`src/rtl/trail_ram_arbiter.sv`:
```
// Single-port trail RAM arbiter. It grants display reads first, then buffered player
// writes in round-robin order, then scanner reads, and routes read data back by tag.
module trail_ram_arbiter #(
    parameter int ADDR_W = 15,
    parameter int DATA_W = 3,
    parameter int RD_LAT = 1
) (
    input  logic              CLOCK_50,
    input  logic              reset,
    input  logic [3:0]        wr_stb,
    input  logic [ADDR_W-1:0] p1,
    input  logic [ADDR_W-1:0] p2,
    input  logic [ADDR_W-1:0] p3,
    input  logic [ADDR_W-1:0] p4,
    input  logic              disp_req,
    input  logic [ADDR_W-1:0] disp_addr,
    output logic              disp_valid,
    output logic [DATA_W-1:0] disp_data,
    input  logic              scan_req,
    input  logic [ADDR_W-1:0] scan_addr,
    output logic              scan_gnt,
    output logic              scan_valid,
    output logic [DATA_W-1:0] scan_data,
    output logic [ADDR_W-1:0] ram_address,
    output logic              ram_wren,
    output logic [DATA_W-1:0] ram_data,
    input  logic [DATA_W-1:0] ram_q,
    output logic [3:0]        wr_pending,
    output logic [3:0]        overflow
);
    localparam logic [3:0][DATA_W-1:0] COLOUR = {DATA_W'(6), DATA_W'(4), DATA_W'(2), DATA_W'(1)};

    logic [3:0][ADDR_W-1:0] pos;
    logic [3:0][ADDR_W-1:0] buf_q, buf_d;
    logic [3:0]             pend_q, pend_d;
    logic [3:0]             ovf_q, ovf_d;
    logic [1:0]             rr_q, rr_d;
    logic [ADDR_W-1:0]      addr_q, addr_d;
    logic [DATA_W-1:0]      wdata_q, wdata_d;
    logic                   wren_q, wren_d;
    // Tag bit 1 = display read, bit 0 = scanner read.
    logic [RD_LAT:0][1:0]   tag_q, tag_d;
    logic                   dv_q, dv_d, sv_q, sv_d;
    logic [DATA_W-1:0]      dd_q, dd_d, sd_q, sd_d;

    logic       rd_disp, rd_scan, wr_gnt, found;
    logic [1:0] wr_sel, idx;

    assign pos = {p4, p3, p2, p1};

    always_comb begin
        rd_disp = 1'b0;
        rd_scan = 1'b0;
        wr_gnt  = 1'b0;
        wr_sel  = rr_q;
        found   = 1'b0;
        idx     = 2'd0;
        if (disp_req) begin
            rd_disp = 1'b1;
        end else if (|pend_q) begin
            wr_gnt = 1'b1;
            for (int k = 1; k <= 4; k++) begin
                idx = rr_q + 2'(k);
                if (!found && pend_q[idx]) begin
                    found  = 1'b1;
                    wr_sel = idx;
                end
            end
        end else if (scan_req) begin
            rd_scan = 1'b1;
        end
    end

    assign scan_gnt = scan_req & ~disp_req & ~|pend_q;

    always_comb begin
        buf_d   = buf_q;
        pend_d  = pend_q;
        ovf_d   = ovf_q;
        rr_d    = rr_q;
        addr_d  = addr_q;
        wdata_d = wdata_q;
        wren_d  = 1'b0;
        if (rd_disp) addr_d = disp_addr;
        if (rd_scan) addr_d = scan_addr;
        if (wr_gnt) begin
            addr_d         = buf_q[wr_sel];
            wdata_d        = COLOUR[wr_sel];
            wren_d         = 1'b1;
            pend_d[wr_sel] = 1'b0;
            rr_d           = wr_sel;
        end
        // A strobe landing on the cycle its entry drains refills the buffer cleanly.
        for (int i = 0; i < 4; i++) begin
            if (wr_stb[i]) begin
                if (!pend_q[i] || (wr_gnt && wr_sel == 2'(i))) begin
                    buf_d[i]  = pos[i];
                    pend_d[i] = 1'b1;
                end else begin
                    ovf_d[i] = 1'b1;
                end
            end
        end
        tag_d = {tag_q[RD_LAT-1:0], {rd_disp, rd_scan}};
        dv_d  = tag_q[RD_LAT][1];
        sv_d  = tag_q[RD_LAT][0];
        dd_d  = tag_q[RD_LAT][1] ? ram_q : dd_q;
        sd_d  = tag_q[RD_LAT][0] ? ram_q : sd_q;
    end

    always_ff @(posedge CLOCK_50 or posedge reset) begin
        if (reset) begin
            buf_q   <= '0;
            pend_q  <= '0;
            ovf_q   <= '0;
            rr_q    <= 2'd3;
            addr_q  <= '0;
            wdata_q <= '0;
            wren_q  <= 1'b0;
            tag_q   <= '0;
            dv_q    <= 1'b0;
            sv_q    <= 1'b0;
            dd_q    <= '0;
            sd_q    <= '0;
        end else begin
            buf_q   <= buf_d;
            pend_q  <= pend_d;
            ovf_q   <= ovf_d;
            rr_q    <= rr_d;
            addr_q  <= addr_d;
            wdata_q <= wdata_d;
            wren_q  <= wren_d;
            tag_q   <= tag_d;
            dv_q    <= dv_d;
            sv_q    <= sv_d;
            dd_q    <= dd_d;
            sd_q    <= sd_d;
        end
    end

    assign ram_address = addr_q;
    assign ram_wren    = wren_q;
    assign ram_data    = wdata_q;
    assign wr_pending  = pend_q;
    assign overflow    = ovf_q;
    assign disp_valid  = dv_q;
    assign disp_data   = dd_q;
    assign scan_valid  = sv_q;
    assign scan_data   = sd_q;
endmodule

```
`config.mk`:
```
export PLATFORM = sky130hd
export DESIGN_NAME = trail_ram_arbiter
export DESIGN_NICKNAME = d
export VERILOG_FILES = /design/src/rtl/trail_ram_arbiter.sv
export SDC_FILE = /design/constraint.sdc
export NUM_CORES = 1
export LEC_CHECK = 0
export ABC_AREA = 1
export ABC_CLOCK_PERIOD_IN_PS = 3700
export CORE_MARGIN = 4
export CORE_UTILIZATION = 44
export DETAILED_ROUTE_END_ITERATION = 8
export GPL_ROUTABILITY_DRIVEN = 0
export PLACE_DENSITY_LB_ADDON = 0.12
export SLEW_MARGIN = 20
export SYNTH_ARGS = -nofsm -noshare
export SYNTH_HDL_FRONTEND = slang
export SYNTH_SLANG_ARGS = --single-unit
```
`constraint.sdc`:
```
create_clock -name CLOCK_50 -period 3.7 [get_ports CLOCK_50]
set_clock_uncertainty 0.05 [all_clocks]
set_input_delay 0.925 -clock CLOCK_50 [delete_from_list [all_inputs] [get_ports CLOCK_50]]
set_output_delay 0.925 -clock CLOCK_50 [all_outputs]
set_load 0.1 [all_outputs]
```
== Word-level counts from Yosys, hierarchy flattened ==
Cells that the tools add are included.
W data, S select, Z words.
Storage, ports and cells
  register bits: 101
  latch bits: 0
  RAM bits: 0
  bits in read-only memories: 0
  memories: 0
Cells by class
  add/sub/neg operators: 3
  $mul: 0
  divide/modulo/power cells: 0
  $lt $le $gt $ge: 6
  equal/unequal tests: 3
  shift-type cells: 0
  muxes and demuxes: 48
  bitwise gates (word level): 9
  reductions and logical operators: 31
Operators by type and width (number)
  $mux W15: 4
  $bmux W15 S2: 1
  $mux W1: 29
  $reduce_and A2 Y1: 8
  $lt A2 B3 Y1 const B: 5
  $mux W2: 6
  $bmux W1 S2: 4
  $logic_and A1 B1 Y1: 8
  $logic_not A1 Y1: 8
  $bmux W3 S2: 1
  $not A1 Y1: 5
  $add A2 B2 Y2 const B: 2
  $and A4 B4 Y4: 1
  $eq A2 B2 Y1 const B: 2
  $logic_or A1 B1 Y1: 4
  $mux W4: 1
  $not A4 Y4: 1
  $reduce_or A4 Y1: 1
  $mux W3: 1
  $reduce_bool A3 Y1: 1
  $add A2 B1 Y2 const B: 1
  $and A1 B1 Y1: 2
  $demux W1 S2: 1
  $eq A2 B1 Y1 const B: 1
  other kinds (2): 2

== Logic depth before layout (Yosys ltp) ==
Gate-level depths: netlist of run 1.
  depth after elaboration: 30
  depth in mapped cells: 17
  depth with buffers taken out: 15

== Worst setup path after synthesis of run 1 ==
No wires, ideal clock.
  kind: register -> output
  start point: register pend_q[1] (netlist: wr_pending[1])
  end point: output scan_gnt
  arrival time: 2.514 ns
  required time: 2.725 ns
  slack: 0.211 ns
  stages on the path, launching flop included: 5
  path through: dfrtp_1 > nor4_1 > nand3_1 > clkbuf_1 > inv_1
On the way
  word-level cells in the longest chain between the ends: 3
Ends and longest elaborated chain
  from (decl): line 35  | logic [3:0] pend_q, pend_d;
  from (signal assigned): line 127  | pend_q <= pend_d;
  $reduce_or A4 Y1: line 74  | assign scan_gnt = scan_req & ~disp_req & ~|pend_q;
  $logic_not A1 Y1: line 74
  $and A1 B1 Y1: line 74
  to (decl): line 21  | output logic scan_gnt,
No other way between the ends.

== Worst setup path after layout of run 1 ==
  start point: input disp_req
  end point: output scan_gnt
On the way
  word-level cells in the longest chain between the ends: 3
Ends and longest elaborated chain
  from (decl): line 15  | input logic disp_req,
  $not A1 Y1: line 74
  $and A1 B1 Y1 (2 in a row): line 74
No other way between the ends.

==> flow_summary.ini, run 1 <==
[placed_design]
dpl.hpwl_um = 10800
detailedPlace.worstSlack_ns = 0.522
dp_cells = 919
place.port_buffers = 136

[logic_synthesis]
synthAdderAreaFrac = 0
synth_top_family_by_area = simple AND/OR/NAND/NOR gates
postSynthNetCount = 773
yosys.cell_count.top_type = sky130_fd_sc_hd__nand2_1
ys_top_cells_by_area = sky130_fd_sc_hd__dfrtp_1, sky130_fd_sc_hd__nand2_1, sky130_fd_sc_hd__nand3_1
synth.cell_area_um2 = 5160
count_of_flip_flops_with_a_built_in_enable_after_synthesis = 0
synth_common_cells = sky130_fd_sc_hd__nand2_1, sky130_fd_sc_hd__nand3_1, sky130_fd_sc_hd__dfrtp_1, sky130_fd_sc_hd__inv_1, sky130_fd_sc_hd__clkbuf_1
synth-seq-area-share = 0.490
ys_types = 24
yosys.area_share.simple = 0.394
synth_compound_gate_area_share = 0.0269
yosys.area_share.xor_xnor = 0
synthesis.yosys.warnings = 0
syn-instance-count = 672
synthArstFlopShare = 1.00
post_synth_mux_area_share = 0.0131
ys.flop_type = sky130_fd_sc_hd__dfrtp_1
yosys.area.top_type = sky130_fd_sc_hd__dfrtp_1
netlist.area_leader.share = 0.480
ys_seq_elements = 101
syn_avg_cell_area_um2 = 7.68

[global_route]
antenna_found_initial = 0
grt_util_all_layers = 0.217
grt_pass1_vias = 4718
largest_net_degree_at_the_start_of_global_routing = 58
overflow = 0
global_route_wire_length_before_repair_um = 23000

[drt]
postRouteAntennaNets = 0
vias = 4826
route.detailed.vias_per_inst = 5.16
met3WireLength_um = 858
wirelength_met1_um = 6350
detailedRoute.firstIterationViolations = 436
dr.max_layer_used = met4
first_pass_iters = 5
finalWirelength_um = 14300
remaining_drc_errors = 0
post_drt_wl_per_cell_um = 15.3
dr_wl_met2_um = 6800

[setup_path]
setup_slack_of_the_most_critical_reg_to_reg_path_ns = 0.93
worst-setup-path-type = in2out
reg_to_reg_endpoint = buf_q[44]
crit_arrival_ns = 2.20
start_kind = primary input
worst-endpoint-required_ns = 2.72
timing.critical_path.from = disp_req
worst-path-max-fanout = 7
r2r.worst_path.cells = 15
end_kind = output pin
crit-reg2reg-launch = rr_q[0]

[timing]
rsz0062_at_grt = no
setup_slack_ns = 0.524
tmin_final_ns = 3.18
setup_viol_count_final = 0
timing.slew.headroom = 0.340
fmax_mhz = 315
setup_total_negative_slack_ns = 0
post-route-period-util = 0.858
final-max-slew-violation-count = 0
fin_hold_ws_ns = 0.300
tightestPinTransition_ns = 0.987
hold_viol_final = 0

[floorplan]
dieHeight_um = 116
dieArea_um2 = 13500
pin_count = 137
row_count = 39
die_w_um = 116
start_util = 0.450
core_area_um2 = 11500

[cells_and_area]
layout_cell_share_with_drive_strength_beyond_1 = 0.0997
layout.cells.non_filler = 935
layout-area-overhead-vs-synth_pct = 32.8
finalNetCount = 888
fillCellCount = 1018
antenna-diode-count = 0

[power]
clock_power_share = 0.161
static-leakage-power_nw = 3.46
vdd_ir_drop_max_v = 0.000644
power.share.switching = 0.514
power.switching_w = 0.00333
pwr_density_cell_nw_per_um2 = 946
power.internal_w = 0.00315
total_power_w = 0.00648
comb_power_share = 0.551
share_seq_of_total_power = 0.289

[clock_network]
cts_setup_buffers = 0
cts_sinks = 101
clock_path_buffers = 2
cts_buffers = 9
cts_repair_resize_count = 0
cts_tree = done
htreeDepth = 3
number_of_buffers_inserted_by_hold_repair_at_cts = 0
clock_insertion_delay_worst_skew_ns = 0.34
cts.root.buffer_cell = sky130_fd_sc_hd__clkbuf_16
cts.clk_slew.worst_paths_ns = 0.06

[flow_run]
maxCapViolCount = 0

[min_path]
timing.hold.worst.start = tag_d[2]
worst_hold_path.num_cells = 0
hp-class = reg2reg
whs_endpoint = sv_d

[outcome]
outcome = completed
[registers in the layout, indices dropped and copies added (netlist names), 3 cells and up]
| name | flops |
|---|---|
| disp_data | 3 |
| ram_address | 15 |
| buf_q | 60 |
| wr_pending | 4 |
| ram_data | 3 |
| scan_data | 3 |
| overflow | 4 |
[cell families (layout without fill, tap and decap cells)]
logic type	count (synthesis)	in the layout
muxes	6	6
and+or+nand+nor	458	458
AOI/OAI and AO/OA	22	22
buffers and inverters	85	205
DFF	101	101
[how the worst max path moves through the flow]
stage	end	slack, ns	cells past startpoint
final	scan_gnt	0.52	5
after global routing	scan_gnt	0.40	5
after CTS	scan_gnt	0.52	5
after detailed placement	scan_gnt	0.52	5
after global placement	scan_gnt	0.56	5
after floorplan	buf_q[0]	0.08	1
[worst max-delay path, stage by stage]
cell,delay (ns)
sky130_fd_sc_hd__clkdlybuf4s50_1,0.53
sky130_fd_sc_hd__inv_1,0.26
sky130_fd_sc_hd__nand3_1,0.15
sky130_fd_sc_hd__inv_1,0.15
sky130_fd_sc_hd__buf_12,0.18
[metrics by stage]
step,util,instance area (um^2)
after floorplan,-,5160
after global placement,0.568,6520
after detailed placement,0.568,6520
after CTS,0.597,6850
after global routing,0.597,6850
final,0.597,6850
[routing by layer]
layer	global-route usage	vias to the layer above
li1	-	2398
met1	0.304	2216
met2	0.347	182
met3	0.0290	30
met4	0.0758	0
met5	0	-
[power groups by stage]
stage          Combinational, W  Clock (W)  Sequential (W)
6_report                0.00357    0.00104         0.00187
4_1_cts                 0.00357    0.00106         0.00186
3_3_place_gp            0.00349          0         0.00187
3_5_place_dp            0.00356          0         0.00188
2_1_floorplan           0.00189          0         0.00269
5_1_grt                 0.00392    0.00110         0.00192
[final cells by class]
| class | count | area, um^2 | share of cell area |
|---|---|---|---|
| Timing Repair Buffer | 144 | 1390 | 0.203 |
| Tap cell | 143 | 179 | 0.0261 |
| Clock inverter | 5 | 82.6 | 0.0121 |
| Sequential cell | 101 | 2530 | 0.369 |
| Multi-Input combinational cell | 486 | 2240 | 0.327 |
| Inverter | 45 | 171 | 0.0250 |
| Clock buffer | 11 | 253 | 0.0369 |
[layout by cell type, fill, tap and decap left out, drive strengths merged, types with 3 or more instances in the layout]
master / instances
inv: 45
nand2: 285
clkbuf: 11
a31oi: 15
o21bai: 4
o21ai: 3
nand3: 166
buf: 30
nor2: 3
clkinvlp: 3
mux2: 6
dfrtp: 99
clkdlybuf4s50: 114
Note: power is estimated with default switching activity, not from simulation.
==> run 2: changes to the inputs <==
MAX_ROUTING_LAYER = met4   (was not set)
==> flow_summary.ini, run 2 (same netlist as run 1, synthesis figures left out) <==
[outcome]
outcome = completed

[timing]
tightestPinTransition_ns = 0.987
final-max-slew-violation-count = 0
setup_slack_ns = 0.530
setup_total_negative_slack_ns = 0
tmin_final_ns = 3.17
post-route-period-util = 0.857
hold_viol_final = 0
fmax_mhz = 315
setup_viol_count_final = 0
timing.slew.headroom = 0.340
rsz0062_at_grt = no

[setup_path]
worst-endpoint-required_ns = 2.72
reg_to_reg_endpoint = buf_q[44]
worst-path-max-fanout = 7
crit_arrival_ns = 2.20
start_kind = primary input
setup_slack_of_the_most_critical_reg_to_reg_path_ns = 0.93
r2r.worst_path.cells = 15
worst-setup-path-type = in2out
end_kind = output pin
crit-reg2reg-launch = rr_q[0]

[clock_network]
number_of_buffers_inserted_by_hold_repair_at_cts = 0
clock_insertion_delay_worst_skew_ns = 0.34
cts_buffers = 9
cts_setup_buffers = 0
cts.root.buffer_cell = sky130_fd_sc_hd__clkbuf_16
cts_sinks = 101
cts_repair_resize_count = 0
cts_tree = done
htreeDepth = 3
clock_path_buffers = 2
cts.clk_slew.worst_paths_ns = 0.06

[min_path]
timing.hold.worst.start = tag_d[2]
hp-class = reg2reg
whs_endpoint = sv_d
worst_hold_path.num_cells = 0

[global_route]
antenna_found_initial = 0
largest_net_degree_at_the_start_of_global_routing = 58
global_route_wire_length_before_repair_um = 23100
overflow = 0
grt_util_all_layers = 0.224
grt_pass1_vias = 4708

[cells_and_area]
layout-area-overhead-vs-synth_pct = 32.8
postLayoutCellArea_um2 = 6850
layout_commonest_cell = sky130_fd_sc_hd__nand2_1
finalNetCount = 888
largest_register = buf_q
antenna-diode-count = 0
layout.core_utilization = 0.597
fillCellCount = 1018
layout_common_cells = sky130_fd_sc_hd__nand2_1, sky130_fd_sc_hd__nand3_1, sky130_fd_sc_hd__clkdlybuf4s50_1, sky130_fd_sc_hd__dfrtp_1, sky130_fd_sc_hd__inv_1
largest_register_ffs = 60
layout_cell_share_with_drive_strength_beyond_1 = 0.0997

[drt]
first_pass_iters = 5
remaining_drc_errors = 0
route.detailed.vias_per_inst = 5.15
vias = 4819
detailedRoute.firstIterationViolations = 474
post_drt_wl_per_cell_um = 15.3
postRouteAntennaNets = 0
finalWirelength_um = 14300

[floorplan]
row_count = 39
dieArea_um2 = 13500
start_util = 0.450
dieHeight_um = 116
core_area_um2 = 11500
die_w_um = 116
pin_count = 137

[placed_design]
post_dp_cell_area_um2 = 6520
dpl.hpwl_um = 10800
detailedPlace.worstSlack_ns = 0.522
place.port_buffers = 136

[flow_run]
maxCapViolCount = 0

[power]
total_power_w = 0.00648
vdd_ir_drop_max_v = 0.000644
static-leakage-power_nw = 3.46
pwr_density_cell_nw_per_um2 = 946
run 2: cell counts in the layout (fill, tap and decap cells not counted):
No cell type changed its count.
run 2: power breakdown:
part / switching [W] / internal, W
Combinational: 0.00261 / 0.000955
Clock: 0.000417 / 0.000630
Sequential: 0.000309 / 0.00156
run 2: worst max path at each step:
stage,startpoint,slack [ns],endpoint
finish,disp_req,0.53,scan_gnt
global route,disp_req,0.40,scan_gnt
CTS,disp_req,0.52,scan_gnt
detailed placement,disp_req,0.52,scan_gnt
global placement,disp_req,0.56,scan_gnt
floorplan,reset,0.08,buf_q[0]
run 2: layer usage:
metal | vias to the layer above | wire, um | GRT usage
met5 | - | 0 | -
met4 | 0 | 352 | 0.0758
met2 | 179 | 6790 | 0.347
met1 | 2214 | 6370 | 0.307
li1 | 2391 | - | -
met3 | 35 | 771 | 0.0259
run 2: critical path, cell delays in order:
cell	delay, ns
sky130_fd_sc_hd__clkdlybuf4s50_1	0.53
sky130_fd_sc_hd__inv_1	0.26
sky130_fd_sc_hd__nand3_1	0.15
sky130_fd_sc_hd__inv_1	0.14
sky130_fd_sc_hd__buf_12	0.18
run 2: layout make-up:
type / count / area, um^2 / share of cell area
clock buffers: 11 / 253 / 0.0369
clock inverters: 5 / 82.6 / 0.0121
flip-flops and latches: 101 / 2530 / 0.369
multi-input cells: 486 / 2240 / 0.327
inverters: 45 / 171 / 0.0250
well taps: 143 / 179 / 0.0261
repair buffers: 144 / 1390 / 0.203
run 2: stage by stage:
stage | cells | hold WS [ns]
6_report | 935 | 0.300
5_1_grt | 935 | 0.315
4_1_cts | 935 | 0.302
3_5_place_dp | 919 | 0.286
3_3_place_gp | 919 | 0.285
2_1_floorplan | 672 | 0.281
